## src/rtl/pipeline_mem_arbiter.sv

```systemverilog
// pipeline_mem_arbiter: shares one memory port between instruction fetch and data access, D first with an IF anti-starvation streak limit.
// Define ARB_PERF_COUNT_EN to build the per-requester stall-cycle counters.
module pipeline_mem_arbiter #(
  parameter int MAX_D_STREAK = 4
) (
  input  logic        CLK,
  input  logic        RESET,
  input  logic        IF_REQ,
  input  logic [31:0] IF_ADDR,
  output logic [31:0] IF_RDATA,
  output logic        IF_BUSY,
  input  logic        D_READ,
  input  logic        D_WRITE,
  input  logic [31:0] D_ADDR,
  input  logic [31:0] D_WDATA,
  output logic [31:0] D_RDATA,
  output logic        D_BUSY,
  output logic        MM_READ,
  output logic        MM_WRITE,
  output logic [31:0] MM_ADDR,
  output logic [31:0] MM_WDATA,
  input  logic [31:0] MM_RDATA,
  input  logic        MM_ACK,
  output logic [31:0] IF_STALL_CNT,
  output logic [31:0] D_STALL_CNT
);
  typedef enum logic [2:0] {IDLE, SERVE_I, SERVE_D, DONE_I, DONE_D} state_t;
  state_t r_state;
  logic [3:0] r_streak;
  logic w_d_req, w_d_grant;
  logic [3:0] w_streak_inc;
  assign w_d_req = D_READ | D_WRITE;
  assign w_d_grant = w_d_req & (~IF_REQ | (r_streak < 4'(MAX_D_STREAK)));
  assign w_streak_inc = (r_streak == 4'(MAX_D_STREAK)) ? r_streak : r_streak + 4'd1;
  assign IF_BUSY = IF_REQ & (r_state != DONE_I);
  assign D_BUSY = w_d_req & (r_state != DONE_D);
  always_ff @(posedge CLK) begin
    if (RESET) begin
      r_state <= IDLE;
      r_streak <= '0;
      IF_RDATA <= '0;
      D_RDATA <= '0;
      MM_READ <= 1'b0;
      MM_WRITE <= 1'b0;
      MM_ADDR <= '0;
      MM_WDATA <= '0;
    end else begin
      case (r_state)
        IDLE: begin
          if (w_d_grant) begin
            r_state <= SERVE_D;
            r_streak <= IF_REQ ? w_streak_inc : 4'd0;
            MM_ADDR <= D_ADDR;
            MM_WDATA <= D_WDATA;
            MM_WRITE <= D_WRITE;
            MM_READ <= ~D_WRITE;
          end else if (IF_REQ) begin
            r_state <= SERVE_I;
            r_streak <= '0;
            MM_ADDR <= IF_ADDR;
            MM_READ <= 1'b1;
            MM_WRITE <= 1'b0;
          end
        end
        SERVE_I: begin
          if (MM_ACK) begin
            r_state <= DONE_I;
            MM_READ <= 1'b0;
            IF_RDATA <= MM_RDATA;
          end
        end
        SERVE_D: begin
          if (MM_ACK) begin
            r_state <= DONE_D;
            MM_READ <= 1'b0;
            MM_WRITE <= 1'b0;
            if (MM_READ) D_RDATA <= MM_RDATA;
          end
        end
        default: r_state <= IDLE;
      endcase
    end
  end
`ifdef ARB_PERF_COUNT_EN
  logic [31:0] r_if_stall_cnt, r_d_stall_cnt;
  always_ff @(posedge CLK) begin
    if (RESET) begin
      r_if_stall_cnt <= '0;
      r_d_stall_cnt <= '0;
    end else begin
      r_if_stall_cnt <= r_if_stall_cnt + 32'(IF_BUSY);
      r_d_stall_cnt <= r_d_stall_cnt + 32'(D_BUSY);
    end
  end
  assign IF_STALL_CNT = r_if_stall_cnt;
  assign D_STALL_CNT = r_d_stall_cnt;
`else
  assign IF_STALL_CNT = 32'd0;
  assign D_STALL_CNT = 32'd0;
`endif
endmodule

```

## config.mk

```make
export PLATFORM = sky130hd
export DESIGN_NAME = pipeline_mem_arbiter
export DESIGN_NICKNAME = d
export VERILOG_FILES = /design/src/rtl/pipeline_mem_arbiter.sv
export SDC_FILE = /design/constraint.sdc
export NUM_CORES = 1
export LEC_CHECK = 0
export BUFFER_PORTS_ARGS = -buffer_cell sky130_fd_sc_hd__buf_2
export CAP_MARGIN = 30
export CORE_AREA = 2 2 127 129
export CTS_CLUSTER_DIAMETER = 80
export DETAILED_ROUTE_END_ITERATION = 8
export DIE_AREA = 0 0 129 131
export PLACE_DENSITY = 0.73
export RECOVER_POWER = 50
export SYNTH_ARGS = -nofsm -noshare
export SYNTH_HDL_FRONTEND = slang
export SYNTH_SLANG_ARGS = --single-unit
```

## constraint.sdc

```tcl
create_clock -name CLK -period 3.3 [get_ports CLK]
set_clock_uncertainty 0.2 [all_clocks]
set_input_delay 0.165 -clock CLK [delete_from_list [all_inputs] [get_ports CLK]]
set_output_delay 0.165 -clock CLK [all_outputs]
set_load 0.01 [all_outputs]
```

==> impl_metrics.toml <==
[status]
status = "complete, but fails checks"
violations = "max-capacitance violations, max-slew violations"

[timing]
tns_ns = 0
worstMarginPinSlew_ns = 1.61
drv_slew = 33
hold_viol_final = 0
period_share = 0.828
setup-violations-final = 0
relSlewSlack = -0.0702
fin_crit_ns = 2.73
rsz0062_at_grt = "no"
fmax_mhz = 366

[synthesis]
synthCells = 755
avgSynthCellArea_sq_um = 8.32
synth.cell_area_sq_mm = 0.00628
synth_ff_type = "dfxtp_1"
synth.distinct_cells = 33
synth_common_cells = "137 x dfxtp_1, 132 x a21oi_1, 67 x o21ai_0, 66 x nand2_1, 65 x clkbuf_1"
post-synth-top-count-cell = "dfxtp_1"
yosysSeqAreaShare = 0.436
synth_top_area_frac = 0.436
synth_area_leaders = "dfxtp_1 44%, a21oi_1 11%, buf_4 7.6%"
synth_top_cell_by_area = "dfxtp_1"
synth_edf_count = 0
ys_warn_count = 0
ys_ff_latch = 137
async_reset_ff_frac = 0

[pwr]
p_switching_mw = 1.31
power_density_mw_per_mm2 = 520
total_power_mw = 4.79
peakVddDrop_mv = 0.322
leakage_nw = 3.57
switching_share = 0.274
p_seq_frac = 0.383
power_frac_comb = 0.185
p_int_mw = 3.47
clock_power_share = 0.432

[floorplan]
start_util = 0.403
io_pins = 330
die_area_sq_mm = 0.0169
core_sq_mm = 0.0156
dieHeight_um = 131
die_w_um = 129
rows = 46

[worst_hold_path]
hold_class = "in2reg"

[drt]
via_count = 7136
wl_um = 22500
drcViolationCount = 0
avgViaCountPerCell = 5.40
firstDrtPassIters = 6
drt_iter0_markers = 505
wl_per_cell_um = 17.0
ant_nets = 0

[grt]
grt_util_all_layers = 0.250
grt_max_degree = 71
grt_pass1_vias = 6765
grt.overflow.total = 0
grt_pass1_wl_um = 33800
antenna_found_initial = 1

[cts]
htree_levels = 4
clock_latency_ns = 0.42
cts_buffer_depth = 2
ctsResizeCount = 0
cts_tree = "done"
cts_sinks = 137
numCtsBuffers = 17
cts_root_buf = "clkbuf_16"
path_clk_slew_ns = 0.06

[critical_path]
worstSetupPathType = "reg2reg"
worst_setup_path_start_kind = "flop"
worstPathMaxFanout = 32
r2r_end = "IF_RDATA[6]"
worstRegToRegCells = 4
arrival_ns = 2.88
worst-endpoint-required_ns = 3.44
cp-endpoint = "IF_RDATA[6]"
endpoint_kind = "flop"
critical_path.startpoint = "r_state[0]"
r2r_setup_slack_ns = 0.57
reg2reg_from = "r_state[0]"

[place]
io_buffers = 265
hpwl_um = 12900
routabilityCongestion = 0.840

[cells_and_area]
drive_gt1_frac = 0.180
nFillCells = 1428
syn2layout_area_growth_pct = 46.6
nets = 1231

[run]
max-cap-violations = 1
## layer usage
| layer | GRT usage | wire (um) | vias up |
|---|---|---|---|
| met5 | 0 | 0 | - |
| met4 | 0.113 | 688 | 0 |
| met3 | 0.0668 | 1720 | 65 |
| met2 | 0.429 | 11300 | 388 |
| met1 | 0.293 | 8790 | 3368 |
| li1 | - | - | 3315 |
## how the worst min path moves through the flow
| stage | cells past startpoint | start | to |
|---|---|---|---|
| finish | 3 | D_ADDR[18] | MM_ADDR[18] |
| global route | 3 | D_ADDR[18] | MM_ADDR[18] |
| CTS | 3 | D_ADDR[18] | MM_ADDR[18] |
| detailed placement | 3 | MM_RDATA[19] | IF_RDATA[19] |
| global placement | 3 | MM_RDATA[12] | IF_RDATA[12] |
| floorplan | 1 | MM_ACK | r_state[1] |
## area by class of cell
type,instances,area (sq um),share of cell area
Antenna cell,1,2.50,0.000272
Clock buffer,17,425,0.0462
Clock inverter,12,200,0.0217
Inverter,5,18.8,0.00204
Multi-Input combinational cell,522,2940,0.319
Sequential cell,137,2740,0.298
Tap cell,216,270,0.0293
Timing Repair Buffer,412,2610,0.284
## worst max-delay path: stages, from the launching register on
cell and delay [ns]:
dfxtp_1 0.54, nor4bb_1 0.25, clkbuf_1 1.19, nand2_1 0.25
a21oi_1 0.21
## through the flow
stage | instances | setup slack (ns) | cell area, sq um | utilization | hold slack (ns)
after global routing | 1322 | 0.338 | 9210 | 0.591 | 0.0181
final | 1322 | 0.566 | 9210 | 0.591 | 0.0158
after floorplan | 818 | 1.53 | 6520 | - | 0.0749
after CTS | 1321 | 0.693 | 9390 | 0.602 | 0.00151
after detailed placement | 1164 | 1.20 | 7480 | 0.480 | 0.221
after global placement | 1164 | 1.29 | 7480 | 0.480 | 0.219
## cell usage in the layout (no fill, tap or decap), types with 2 or more instances in the layout
master	Yosys	layout
buf_2	22	135
inv_1	5	5
clkinv_2	0	2
a311oi_1	32	32
nand2_1	66	66
clkbuf_16	0	17
o21ai_0	67	67
a21oi_1	132	132
o31ai_1	25	25
bufinv_16	0	5
clkbuf_1	65	130
clkinvlp_4	0	3
a211oi_1	33	33
buf_12	0	2
dfxtp_1	137	137
nor2_1	6	5
ha_1	2	2
dlygate4sd3_1	0	128
nand3_1	33	33
conb_1	1	64
nor3_4	0	2
nand4_1	34	34
buf_4	64	17
nor3b_1	2	2
o31ai_2	8	8
nand4bb_1	2	2
## power groups by stage
| stage | combinational, mW | sequential, mW | clock, mW |
|---|---|---|---|
| 6_report | 0.886 | 1.83 | 2.07 |
| 5_1_grt | 0.961 | 1.84 | 2.16 |
| 4_1_cts | 0.889 | 1.83 | 2.09 |
| 3_5_place_dp | 0.732 | 1.86 | 0 |
| 3_3_place_gp | 0.725 | 1.86 | 0 |
| 2_1_floorplan | 0.454 | 1.90 | 0 |
## registers in the layout (all words and copies together), names as in the netlist
name	count
MM_WDATA	32
MM_ADDR	32
D_RDATA	32
r_state	3
r_streak	4
IF_RDATA	32
MM_WRITE	1
MM_READ	1
## cell families (layout without fill, tap and decap cells)
kind of cell	after synthesis	in the layout	share of synthesized area
AOI/OAI and AO/OA	306	306	0.299
buffers and inverters	159	446	0.141
and+or+nand+nor	150	150	0.118
DFF	137	137	0.436
adders and majority gates	2	2	0.00398
other	1	65	0.000597
## what timing repair did
action                     in CTS  in global routing
setup endpoints to repair       0                  0
hold buffers                  128                  0
hold endpoints to repair      132                  0
buffers inserted                0                  0
No activity file was read; power rests on OpenSTA's default activity.
